## config.mk

```make
export PLATFORM = sky130hd
export DESIGN_NAME = decoder3to8_hold
export DESIGN_NICKNAME = d
export VERILOG_FILES = /design/src/rtl/decoder_pkg.sv /design/src/rtl/onehot_dec3to8.sv /design/src/rtl/decoder3to8_hold.sv
export SDC_FILE = /design/constraint.sdc
export NUM_CORES = 1
export LEC_CHECK = 0
export CAP_MARGIN = 5
export CELL_PAD_IN_SITES_DETAIL_PLACEMENT = 0
export CELL_PAD_IN_SITES_GLOBAL_PLACEMENT = 2
export CORE_AREA = 2 2 58 60
export DETAILED_ROUTE_END_ITERATION = 8
export DIE_AREA = 0 0 60 62
export PLACE_DENSITY_LB_ADDON = 0.1
export SYNTH_ARGS = -nofsm -noshare
export SYNTH_HDL_FRONTEND = slang
export SYNTH_HIERARCHICAL = 1
export SYNTH_SLANG_ARGS = --single-unit
```

## constraint.sdc

```tcl
create_clock -name clk -period 2.1 [get_ports clk]
set_input_delay 0.42 -clock clk [delete_from_list [all_inputs] [get_ports clk]]
set_output_delay 0.42 -clock clk [all_outputs]
set_load 0.03 [all_outputs]
```

## src/rtl/decoder_pkg.sv

```systemverilog
// Shared types and widths for the held 3-to-8 decoder.
package decoder_pkg;
  localparam int unsigned CODE_W = 3;
  localparam int unsigned OUT_W  = 8;

  typedef enum logic {
    IDLE = 1'b0,
    HOLD = 1'b1
  } state_t;
endpackage

```

## src/rtl/onehot_dec3to8.sv

```systemverilog
// Combinational binary-to-one-hot decode; bit k of onehot_o is set for code k.
module onehot_dec3to8
  import decoder_pkg::*;
(
  input  logic [CODE_W-1:0] code_i,
  output logic [OUT_W-1:0]  onehot_o
);
  always_comb begin
    onehot_o         = '0;
    onehot_o[code_i] = 1'b1;
  end
endmodule

```

## src/rtl/decoder3to8_hold.sv

```systemverilog
// 3-to-8 decoder whose registered one-hot output is held for dwell+1 cycles,
// with a ready/valid input handshake and a global enable that freezes all state.
module decoder3to8_hold
  import decoder_pkg::*;
#(
  parameter int unsigned DWELL_W = 4
) (
  input  logic               clk,
  input  logic               rst,
  input  logic               en,
  input  logic               in_valid,
  input  logic [2:0]         code,
  input  logic [DWELL_W-1:0] dwell,
  output logic               in_ready,
  output logic [7:0]         w,
  output logic               out_valid,
  output logic [2:0]         code_q
);
  localparam logic [DWELL_W-1:0] CNT_ONE = DWELL_W'(1);

  state_t              state_q, state_d;
  logic [DWELL_W-1:0]  cnt_q, cnt_d;
  logic [OUT_W-1:0]    w_q, w_d;
  logic                valid_q, valid_d;
  logic [CODE_W-1:0]   code_d;
  logic [OUT_W-1:0]    dec_onehot;
  logic                accept;

  onehot_dec3to8 u_dec (
    .code_i   (code),
    .onehot_o (dec_onehot)
  );

  assign in_ready = en && ((state_q == IDLE) || ((state_q == HOLD) && (cnt_q == '0)));
  assign accept   = in_valid && in_ready;

  always_comb begin
    state_d = state_q;
    cnt_d   = cnt_q;
    w_d     = w_q;
    valid_d = valid_q;
    code_d  = code_q;
    // accept already implies en, so only the HOLD countdown needs the explicit gate
    if (accept) begin
      state_d = HOLD;
      cnt_d   = dwell;
      w_d     = dec_onehot;
      valid_d = 1'b1;
      code_d  = code;
    end else if (en && (state_q == HOLD)) begin
      if (cnt_q != '0) begin
        cnt_d = cnt_q - CNT_ONE;
      end else begin
        state_d = IDLE;
        w_d     = '0;
        valid_d = 1'b0;
      end
    end
  end

  always_ff @(posedge clk) begin
    if (rst) begin
      state_q <= IDLE;
      cnt_q   <= '0;
      w_q     <= '0;
      valid_q <= 1'b0;
      code_q  <= '0;
    end else begin
      state_q <= state_d;
      cnt_q   <= cnt_d;
      w_q     <= w_d;
      valid_q <= valid_d;
      code_q  <= code_d;
    end
  end

  assign w         = w_q;
  assign out_valid = valid_q;
endmodule

```

# After elaboration in Yosys (flattened, before gate mapping)
# Cells that the tools add are included.
dict set report classes {
  add_sub_neg 1
  magnitude_cmp 2
  n_eq_ne 1
  mux 11
  n_bitwise 1
  n_reduce_logical 12
}
# op n
set ops {}
lappend ops {{$mux 8} 3}
lappend ops {{$mux 4} 3}
lappend ops {{$logic_and 1x1->1} 5}
lappend ops {{$logic_not 4->1} 1}
lappend ops {{$lt 3x4->1 const B} 1}
lappend ops {{$mux 1} 4}
lappend ops {{$reduce_and 2->1} 2}
lappend ops {{$reduce_bool 2->1} 2}
lappend ops {{$reduce_bool 4->1} 1}
lappend ops {{$sub 4x1->4 const B} 1}
lappend ops {{$demux 1 s3} 1}
lappend ops {{$ge 3x1->1 const B} 1}
lappend ops {{$ne 2x2->1 const B} 1}
lappend ops {{$logic_or 1x1->1} 1}
lappend ops {{$not 1->1} 1}
dict set report word_totals {
  ff_bits 16
  inputBits 11
  out_inout_bits 13
  elab_cells 32
}

# Depth between registers and ports, before layout
dict set report depth {
  ltp_word 7
  depth_mapped 6
  mapped_depth_nobuf 6
}

# By module
# Netlist, hierarchy kept.
# mod instances cells_per_inst area_each_um2 seq_area_each_um2
set by_module_without_submodules {}
lappend by_module_without_submodules {decoder3to8_hold 1 70 703.2 320.3}
lappend by_module_without_submodules {onehot_dec3to8 1 8 65.1 0.0}

# Worst setup path before layout
# OpenSTA, ideal clock, no wires.
dict set report synth_path {
  path_kind {register to output}
  startpoint {register cnt_q[0]}
  endpoint {output port in_ready}
  t_arrival_ns 1.502
  t_required_ns 1.680
  setup_slack_ns 0.178
  path_stages_with_launch 5
  n_path_buf 0
  path_cell_list {dfxtp_1 -> inv_1 -> ha_1 -> or3b_4 -> a21oi_1}
}
dict set report synth_via {
  elab_chain_cells 4
}
# element line_no
set synth_rtl {}
lappend synth_rtl {{from (decl)} decoder3to8_hold.sv:22} ;# logic [DWELL_W-1:0] cnt_q, cnt_d;
lappend synth_rtl {{from (signal assigned)} decoder3to8_hold.sv:70} ;# cnt_q <= cnt_d;
lappend synth_rtl {{$logic_not 4->1} decoder3to8_hold.sv:34} ;# assign in_ready = en && ((state_q == IDLE) || ((state_q == HOLD) && (cnt_q == '0)));
lappend synth_rtl {{$logic_and 1x1->1} decoder3to8_hold.sv:34}
lappend synth_rtl {{$logic_or 1x1->1} decoder3to8_hold.sv:34}
lappend synth_rtl {{$logic_and 1x1->1} decoder3to8_hold.sv:34}
lappend synth_rtl {{to (decl)} decoder3to8_hold.sv:14} ;# output logic in_ready,
# Every way passes these cells.

# Worst setup path after layout
dict set report layout_path {
  startpoint {register cnt_q[1]}
  endpoint {output port in_ready}
}
# The elaborated chain is that of the path after synthesis.

==> results.txt <==
CTS tree - yes
Core Rows - 21
Clock slew at reported path FFs - 80 ps
Synth-to-layout area growth - 43.65%
Worst-Skew Late Latency - 270 ps
Total Routing Usage GR - 11.13%
Sw frac - 27.93%
Power, Total - 0.6417 mW
Buffer and inverter count on the worst path - 2
Max Freq - 499.2 MHz
Port Buf Inserts - 23
Yosys top cell by area - dfxtp_1
Required @ worst endpoint - 1680 ps
Fin crit period - 2003 ps
Initial antenna violation count - 0
Commonest cells after routing, fill and taps aside - clkdlybuf4s50_1, dfxtp_1, a22o_1, nor2_1
Synth Area per Inst - 9.849 um^2
Ranking of synthesized cells by area - dfxtp_1, a22o_1, mux2i_1
Fin util - 34.71%
Root buf cell - clkbuf_4
Net switching power - 0.1792 mW
PD cells - 581.5 nW/um^2
Clk pwr share - 23.7%
Starting density of the core - 24.16%
#FFs+latches synth - 16
Status - complete, no violations
Post-Place Setup Slack - 148.4 ps
CP Max Fanout - 6
Slew Limit Fails - 0
Reported max-cap violation count - 0
Residual DRC count - 0
RSZ-0062 raised after global routing - no
Slew headroom - 59.17%
Most common cell after layout, fill and taps aside - clkdlybuf4s50_1
Share of cells above drive strength 1 - 21.15%
Antenna-violating nets left - 0
Die width - 60 um
Worst setup EP type - primary output
Leak Pwr - 0.4286 nW
Endpoints failing hold - 0
CP arrival - 1580 ps
Placer's final routability congestion estimate - 0.7016
H-Tree Depth - 1
Largest net degree at the start of global routing - 11
TritonCTS buffer count - 3
Number of global-route vias before repair - 699
Detailed Place HPWL - 1349 um
YS warnings - 6
Global route total overflow - 0
Mapped Area - 768.2 um^2
Register area share after synthesis - 41.69%
Worst path slowest cell - or3b_4
I/O pins - 24
Worst Hold Class - reg2reg
Fin cells - 150
Slowest Stage Delay on Critical Path - 420 ps
Netlist cell types - 29
Setup WS post-layout - 96.90 ps
CTS Sinks - 16
Worst Tran Pin Value - 612.5 ps
Crit path cell chain - inv_2 -> ha_4 -> or3b_4 -> a21oi_2 -> buf_4
Core ar. - 3179 um^2
Final setup TNS - 0 ps
Synth top area share - 41.69%
Max Buffers Root-to-Sink - 2
Die Y - 62 um
Register Area - 321.6 um^2
1st-pass router iterations - 4
Nets - 118
Total wire length - 1877 um
# fillers - 322
Layout Skew - 1.209 ps
DR WL/cell - 12.51 um
Multi-input logic area - 436.7 um^2
Post-Syn Nets - 90
Register share of total power - 51.3%
Peak VDD IR - 0.2091 mV
Vias per Instance - 4.653
Die area - 3720 um^2
Critical path type - reg2out
Internal - 0.4624 mW
CP startpoint kind - flip-flop
Hold_buf cts - 0
Setup Viol. Count Final - 0
First-pass GRT wire length - 3098 um
Antenna diode instance count - 0
DP Cell Count - 147
Combinational power share - 25.0%
Via count - 698
Tcrit/Tclk final - 95.39%
Mapped Cells - 78
Initial drt markers - 15
Largest delay contributor family on the critical path - simple AND/OR/NAND/NOR gates
[power by group through the flow]
stage               logic [mW]  clock network (mW)  registers [mW]
floorplan               0.0791                   0           0.347
global placement         0.155                   0           0.336
detailed placement       0.153                   0           0.336
CTS                      0.159               0.165           0.329
global route             0.176               0.174           0.331
finish                   0.161               0.152           0.329
[timing repair]
item / 4_1_cts / 5_1_grt
setup buffers: 0 / 0
pin swaps: 1 / 0
resized for setup: 2 / 4
endpoints found under the setup margin: 1 / 1
[worst reg2reg max path: stages, from the launching register on]
cell     delay, ps
dfxtp_1        380
inv_2           70
ha_4           170
or3b_4         270
mux2i_1         70
a21oi_1        510
a22o_1         220
[stage by stage]
stage / hold WS, ps / area, um^2
after floorplan: 463.3 / 768.2
after global placement: 462.0 / 1064
after detailed placement: 456.3 / 1064
after CTS: 487.1 / 1099
after global routing: 498.6 / 1104
final: 480.1 / 1104
[layer usage]
metal	share of wire (%)	GRT usage, %	up-vias
li1	-	-	349
met1	48	13.05	333
met2	47	19.25	14
met3	3.8	2.899	2
met4	1.1	4.762	0
met5	0	0	-
[cells in the mapped netlist]
library cell  instances
nor3b_1               3
nor3_1                1
o41ai_1               1
or2b_1                1
nor3_2                1
clkbuf_1              2
and3b_2               3
and3_4                1
a21o_2                1
a311oi_1              2
nand3_1               2
a211oi_1              2
mux2i_1               5
and3_2                1
nor2_4                1
a2111oi_0             1
o21bai_1              1
o21ai_0               2
mux2_4                1
or3b_4                1
inv_1                 4
nor2_1                6
dfxtp_1              16
buf_2                 1
o311a_1               1
a22o_1                8
nand2_1               2
a21oi_1               6
ha_1                  1
[area by class of cell]
class,instances,share of cell area (%)
clock buffer,3,2.041
sequential,16,29.14
multi-input combinational,55,39.57
inverter,4,1.361
timing repair buffer,26,22.68
tap,46,5.215
[logic make-up (layout without fill, tap and decap cells)]
logic type / Yosys count / after routing / share of synthesized area, %
multiplexers: 6 / 6 / 8.469
AND/OR/NAND/NOR: 23 / 23 / 20.36
adder cells (fa/ha/maj): 1 / 1 / 1.628
AO/OA/AOI/OAI: 25 / 25 / 24.27
buffers and inverters: 7 / 33 / 3.582
flip-flops: 16 / 16 / 41.69
[final timing paths]
kind                                from       end  slack, ps  depth (start not counted)
worst max-delay path            cnt_q[1]  in_ready        100                          5
worst max register to register  cnt_q[1]      w[0]        350                          6
worst min register to register  cnt_q[0]  cnt_q[0]        480                          1
worst min-delay path            cnt_q[0]  cnt_q[0]        480                          1
[flip-flops by register name, summed over array words and instances (netlist names)]
signal,count
out_valid,1
w,8
cnt_q,4
code_q,3
Power figures use the tool's default switching activity.
